<file path="config.mk">
export PLATFORM = sky130hd
export DESIGN_NAME = reg_access_sequencer
export DESIGN_NICKNAME = d
export VERILOG_FILES = /design/src/rtl/reg_access_sequencer.sv
export SDC_FILE = /design/constraint.sdc
export NUM_CORES = 1
export LEC_CHECK = 0
export BUFFER_PORTS_ARGS = -buffer_cell sky130_fd_sc_hd__buf_2
export CAP_MARGIN = 20
export CORE_ASPECT_RATIO = 0.5
export CORE_MARGIN = 2
export CORE_UTILIZATION = 55
export DETAILED_ROUTE_END_ITERATION = 16
export GPL_TIMING_DRIVEN = 1
export PLACE_DENSITY = 0.85
export SLEW_MARGIN = 30
export SYNTH_ARGS = -nofsm -noshare
export SYNTH_HDL_FRONTEND = slang
export SYNTH_SLANG_ARGS = --single-unit
</file>
<file path="constraint.sdc">
create_clock -name clk_i -period 3.8 [get_ports clk_i]
set_input_delay 0.19 -clock clk_i [delete_from_list [all_inputs] [get_ports clk_i]]
set_output_delay 0.19 -clock clk_i [all_outputs]
set_load 0.01 [all_outputs]
</file>
<file path="src/rtl/reg_access_sequencer.sv">
// Register-file access sequencer: write-with-verify, read and dump-all
// commands over a valid/ready command port and a valid/ready response port.
//
// Ports:
//   clk_i, rst_i      single clock, synchronous active-high reset
//   cmd_valid_i/ready_o, cmd_op_i, cmd_reg_i, cmd_data_i   command port
//   rsp_valid_o/ready_i, rsp_data_o, rsp_reg_o, rsp_err_o, rsp_last_o
//                     response port
//   rf_we_o (active-low), rf_dst_o, rf_data_o   register-file write port
//   rf_src1_o, rf_src1_i                        register-file read port
module reg_access_sequencer #(
  parameter int DataWidth  = 16,
  parameter int SelectSize = 3
) (
  input  logic                  clk_i,
  input  logic                  rst_i,
  input  logic                  cmd_valid_i,
  output logic                  cmd_ready_o,
  input  logic [1:0]            cmd_op_i,
  input  logic [SelectSize-1:0] cmd_reg_i,
  input  logic [DataWidth-1:0]  cmd_data_i,
  output logic                  rsp_valid_o,
  input  logic                  rsp_ready_i,
  output logic [DataWidth-1:0]  rsp_data_o,
  output logic [SelectSize-1:0] rsp_reg_o,
  output logic                  rsp_err_o,
  output logic                  rsp_last_o,
  output logic                  rf_we_o,
  output logic [SelectSize-1:0] rf_dst_o,
  output logic [DataWidth-1:0]  rf_data_o,
  output logic [SelectSize-1:0] rf_src1_o,
  input  logic [DataWidth-1:0]  rf_src1_i
);

  typedef enum logic [2:0] {
    IDLE,
    WRITE,
    CHECK,
    READ,
    RESP,
    DUMP
  } state_e;

  state_e                state_q;
  logic [SelectSize-1:0] reg_q;
  logic [DataWidth-1:0]  data_q;
  logic [SelectSize-1:0] idx_q;
  logic [DataWidth-1:0]  rsp_data_q;
  logic [SelectSize-1:0] rsp_reg_q;
  logic                  rsp_err_q;
  logic                  rsp_last_q;
  logic                  rf_we_q;
  logic [SelectSize-1:0] rf_dst_q;
  logic [DataWidth-1:0]  rf_data_q;
  logic [SelectSize-1:0] rf_src1_q;

  always_ff @(posedge clk_i) begin
    if (rst_i) begin
      state_q    <= IDLE;
      reg_q      <= '0;
      data_q     <= '0;
      idx_q      <= '0;
      rsp_data_q <= '0;
      rsp_reg_q  <= '0;
      rsp_err_q  <= 1'b0;
      rsp_last_q <= 1'b0;
      rf_we_q    <= 1'b1;
      rf_dst_q   <= '0;
      rf_data_q  <= '0;
      rf_src1_q  <= '0;
    end else begin
      unique case (state_q)
        IDLE: begin
          if (cmd_valid_i) begin
            reg_q  <= cmd_reg_i;
            data_q <= cmd_data_i;
            unique case (cmd_op_i)
              2'b00: begin
                state_q   <= WRITE;
                rf_we_q   <= 1'b0;
                rf_dst_q  <= cmd_reg_i;
                rf_src1_q <= cmd_reg_i;
                rf_data_q <= cmd_data_i;
              end
              2'b01: begin
                state_q   <= READ;
                rf_src1_q <= cmd_reg_i;
              end
              2'b10: begin
                state_q   <= DUMP;
                idx_q     <= '0;
                rf_src1_q <= '0;
              end
              default: begin
                state_q    <= RESP;
                rsp_data_q <= '0;
                rsp_reg_q  <= cmd_reg_i;
                rsp_err_q  <= 1'b1;
                rsp_last_q <= 1'b1;
              end
            endcase
          end
        end
        WRITE: begin
          state_q <= CHECK;
          rf_we_q <= 1'b1;
        end
        CHECK: begin
          state_q    <= RESP;
          rsp_data_q <= rf_src1_i;
          rsp_reg_q  <= reg_q;
          rsp_err_q  <= (rf_src1_i != data_q);
          rsp_last_q <= 1'b1;
        end
        READ: begin
          state_q    <= RESP;
          rsp_data_q <= rf_src1_i;
          rsp_reg_q  <= reg_q;
          rsp_err_q  <= 1'b0;
          rsp_last_q <= 1'b1;
        end
        DUMP: begin
          state_q    <= RESP;
          rsp_data_q <= rf_src1_i;
          rsp_reg_q  <= idx_q;
          rsp_err_q  <= 1'b0;
          rsp_last_q <= &idx_q;
        end
        RESP: begin
          if (rsp_ready_i) begin
            // Only a non-final dump response has last=0.
            if (!rsp_last_q) begin
              state_q   <= DUMP;
              idx_q     <= idx_q + 1'b1;
              rf_src1_q <= idx_q + 1'b1;
            end else begin
              state_q <= IDLE;
            end
          end
        end
        default: state_q <= IDLE;
      endcase
    end
  end

  assign cmd_ready_o = (state_q == IDLE);
  assign rsp_valid_o = (state_q == RESP);
  assign rsp_data_o  = rsp_data_q;
  assign rsp_reg_o   = rsp_reg_q;
  assign rsp_err_o   = rsp_err_q;
  assign rsp_last_o  = rsp_last_q;
  // Reset suppresses a write already being presented this cycle.
  assign rf_we_o     = rf_we_q | rst_i;
  assign rf_dst_o    = rf_dst_q;
  assign rf_data_o   = rf_data_q;
  assign rf_src1_o   = rf_src1_q;

endmodule

</file>
; Word-level counts from Yosys, hierarchy flattened
; Cells that the tools add are included.
[op_classes]
addsub = 1
n_eq_ne = 15
mux = 26
n_bitwise = 1
reduce_logical = 22
[ops]
columns = operator, count
row1 = 16-bit 2-to-1 mux, 2
row2 = 16-bit case mux with 2 select lines, 1
row3 = 3-bit 2-to-1 mux, 10
row4 = 3-bit case mux with 2 select lines, 3
row5 = 3-bit case mux with 3 select lines, 2
row6 = 3-bit AND reduction, 6
row7 = 16-bit inequality test, 1
row8 = 3-bit case mux with 4 select lines, 1
row9 = 5-bit AND reduction, 2
row10 = "3-bit by 2-bit == test with 1-bit output, second input constant", 2
row11 = "3-bit == test, second input constant", 2
row12 = "2-bit by 1-bit inequality test with 1-bit output, second input constant", 3
row13 = "2-bit inequality test, second input constant", 3
row14 = 1-bit case mux with 3 select lines, 2
row15 = 2-bit nonzero test, 3
row16 = 3-bit nonzero test, 2
row17 = 2-bit OR reduction, 3
row18 = 3-bit OR reduction, 2
row19 = 1-bit 2-to-1 mux, 4
row20 = 2-bit AND reduction, 2
row21 = "3-bit by 1-bit adder with 3-bit output, second input constant", 1
row22 = "3-bit by 1-bit == test with 1-bit output, second input constant", 1
row23 = 3-bit logical NOT, 1
row24 = "3-bit by 2-bit inequality test with 1-bit output, second input constant", 1
row25 = other kinds (5), 5
[totals]
regBits = 69
out_inout_bits = 46
wordCells = 77

; Depth between registers and ports, before layout
[depth]
word_depth = 5
depth_mapped = 7
ltp_nobuf = 5

; Least setup slack after synthesis
; No wires, ideal clock.
[synth_timing]
path_kind = register -> register
from = reg state_q[1]
to = reg rf_we_q
arrival_ns = 1.667
required_time_ns = 3.678
slack_ns = 2.011
stages_incl_launch_ff = 6
n_path_buf = 2
synth_period_minus_slack_ns = 1.789
cell_sequence = dfxtp_1 buf_6 or4b_4 or3_1 buf_6 a221o_1
[synth_via]
elab_chain_len = 3
word_cells_on_any_way = 7
cone_classes = eq/ne (3) / mux (1) / reduce/logical (3)
[synth_lines]
columns = item, line
row1 = start: declaration, 44  ; state_e state_q;
row2 = start signal: assignment, 59  ; state_q <= IDLE;
row3 = start signal: assignment, 79  ; state_q <= WRITE;
row4 = start signal: assignment, 86  ; state_q <= READ;
row5 = 3-bit logical NOT or 3-bit by 1-bit == test with 1-bit output (tied branches), 72  ; unique case (state_q)
row6 = 2-bit by 1-bit inequality test with 1-bit output (no source line) (tied with other cells), n/a
row7 = 3-bit AND reduction (no source line), n/a
row8 = end signal: assignment, 67  ; rf_we_q <= 1'b1;
row9 = end signal: assignment, 80  ; rf_we_q <= 1'b0;
row10 = end signal: assignment, 106  ; rf_we_q <= 1'b1;
row11 = end: declaration, 52  ; logic rf_we_q;
; Parallel ways exist; a longest one is shown, timed or not.
; A chain may end at the register's enable or synchronous reset.

; Worst setup path in the final report
[layout_timing]
from = reg state_q[2]
to = reg rf_we_q
; The elaborated chain is that of the path after synthesis.

==> impl_metrics.toml <==
[outcome]
status = "completed"

[synth]
synth_seq_cells = 69
synth_nets = 388
yosysSeqAreaShare = 0.4802
synth_top_flop_cell = "dfxtp_1"
synth.top_cell.area_share = 0.4802
synth_edf_count = 0
synth_top_area_cell = "dfxtp_1"
avgSynthCellArea_um2 = 8.338
yosys_warnings = 0
ys_types = 40
synth_area_leaders = "dfxtp_1 48%, nand2_1 10%, a21oi_1 7.1%"
synthCells = 345
syn_area_um2 = 2877
synth_async_sr_flop_share = 0

[detailed_routing]
firstDrtPassIters = 4
vias = 2685
via_per_inst = 5.435
drcViolationCount = 0
drt_wl_total_um = 7059
drt_iter0_markers = 120
wl_per_cell_um = 14.29
antenna_left = 0

[worst_setup_path]
path_max_fanout = 21
cp.required_ns = 4.04
arrival_ns = 2.62
r2r_slack_ns = 1.41
crit_type = "flip-flop to flip-flop"
start_kind = "flip-flop"
crit_path_end_kind = "flip-flop"

[clocking]
clock-sinks = 69
insertion_delay_ns = 0.34
h-tree-depth = 3
root_buffer = "clkbuf_8"
cts-resized-gates = 0
cts.path.max_buffers = 2
cts_tree = "yes"
numCtsBuffers = 9
hold_buffers = 0
cts.reportedPaths.clkPinSlew_ns = 0.09
post_cts_buffers = 0

[finish]
stdcell_area_um2 = 3491
nets = 462
fin_util = 0.7014
layoutNonFillerInstCount = 494
diodes = 0
drive_gt1_frac = 0.2571
syn_to_final_growth_pct = 21.36

[timing]
worstMarginPinSlew_ns = 0.7269
drv_slew = 0
setup_violations = 0
max_freq_mhz = 418.7
timing.final.crit_period_ns = 2.388
hold_viol = 0
relSlewSlack = 0.5149
rsz0062_at_grt = "false"
fin_skew_ns = 0.01302
totalNegativeSetupSlack_ns = 0
finalCritPeriodShare = 0.6285
setup_slack_ns = 1.412

[placement]
post-place-ws_ns = 1.431
dp.cells = 478
hpwl_um = 5080
placed_cell_area_um2 = 3292
gp_congestion = 0.8601
io_buffers = 86

[global_route]
grt_overflow_total = 0
grt_start_max_net_pins = 42
grt_first_pass_wirelength_um = 10990
track_usage = 0.2439
grt_pass1_vias = 2429
antenna_found_initial = 0

[die]
fp.dieH_um = 55.14
core-area_um2 = 4977
die_area_um2 = 5859
die_x_um = 106.3
ios = 87
initial_core_util = 0.5779
rows = 18

[pwr]
ir_drop_mv = 0.2780
powerDensity_nw_per_um2 = 645.8
power_leakage_uw = 0.001563

[min_path]
min_path_type = "primary input to flip-flop"

[run]
max_cap_viol_count = 0
## sequential cells by signal (all words and copies together), names as in the netlist
signal and cells:
data_q 16, rsp_last_o 1, reg_q 3, rf_src1_o 3
rsp_err_o 1, state_q 3, rf_dst_o 3, rf_we_q 1
rsp_reg_o 3, idx_q 3, rf_data_o 16, rsp_data_o 16
## critical path: stages (launching register included)
cell and delay, ns:
dfxtp_1 0.52, or4b_4 0.75, or3_1 0.63, a221o_1 0.39
## cell usage in the layout, fill, tap and decap left out, types with 2 or more instances in the layout
| master | Yosys | layout |
|---|---|---|
| mux2i_1 | 4 | 4 |
| xor2_1 | 17 | 17 |
| nor4_1 | 4 | 4 |
| clkbuf_8 | 0 | 9 |
| a31oi_1 | 4 | 4 |
| ha_1 | 2 | 2 |
| o21ai_0 | 5 | 5 |
| inv_6 | 0 | 2 |
| nand3b_1 | 2 | 2 |
| buf_2 | 4 | 86 |
| nor3_1 | 3 | 3 |
| a22oi_1 | 16 | 16 |
| dfxtp_1 | 69 | 69 |
| a2111oi_0 | 3 | 3 |
| clkinvlp_4 | 0 | 2 |
| nor2_1 | 30 | 30 |
| nand2_1 | 77 | 77 |
| or2_2 | 2 | 2 |
| a221o_1 | 2 | 2 |
| and3_1 | 2 | 2 |
| a211oi_1 | 7 | 7 |
| inv_1 | 9 | 9 |
| a21oi_1 | 41 | 41 |
| nor2b_1 | 4 | 4 |
| nand2b_1 | 3 | 3 |
## final cells by class
class / count / area (um^2)
multi-input combinational: 243 / 1351
inverter: 9 / 33.78
sequential: 69 / 1381
timing repair buffer: 87 / 437.9
fill: 413 / 1486
clock inverter: 6 / 71.32
clock buffer: 10 / 127.6
tap: 70 / 87.58
## synth_stat cells, types with 3 or more instances
cell type and count:
o21ai_0 5, xor2_1 17, nor2b_1 4, a31oi_1 4
a22oi_1 16, nor3_1 3, nand2_1 77, dfxtp_1 69
nor4_1 4, a2111oi_0 3, nand2b_1 3, inv_1 9
a21oi_1 41, mux2i_1 4, nor2_1 30, clkbuf_1 17
a211oi_1 7, buf_2 4
## stage by stage
stage | power, uW | hold slack, ns
floorplan | 1465 | 0.3104
global placement | 1629 | 0.4345
detailed placement | 1661 | 0.4379
CTS | 2259 | 0.08190
global route | 2394 | 0.08642
finish | 2254 | 0.09566
## cell families after synthesis
kind of cell,synth area share
AO/OA/AOI/OAI,0.1805
XOR/XNOR,0.05176
adder cells (fa/ha/maj),0.008698
buffers and inverters,0.05002
flip-flops,0.4802
multiplexers,0.01783
AND/OR/NAND/NOR,0.2110
## worst paths after layout
check | from | end | cells past startpoint
setup reg to reg | state_q[2] | rf_we_q | 3
setup / recovery | state_q[2] | rf_we_q | 3
hold reg to reg | rf_data_o[7] | rf_data_o[7] | 2
hold / removal | cmd_data_i[5] | data_q[5] | 3
## where the power goes
group	switching (uW)	leakage (uW)	total (uW)	internal, uW
Sequential	122	0.000562	977	854
Clock	290	0.0000935	599	309
Combinational	405	0.000907	679	274
Total	817	0.00156	2250	1440
## layer usage
layer	track usage	part of all wire	routed length (um)
met1	0.2826	0.43	3057
met2	0.4658	0.52	3649
met3	0.04918	0.041	291
met4	0.09430	0.0086	61
met5	0	0	0
Power figures use the tool's default switching activity.
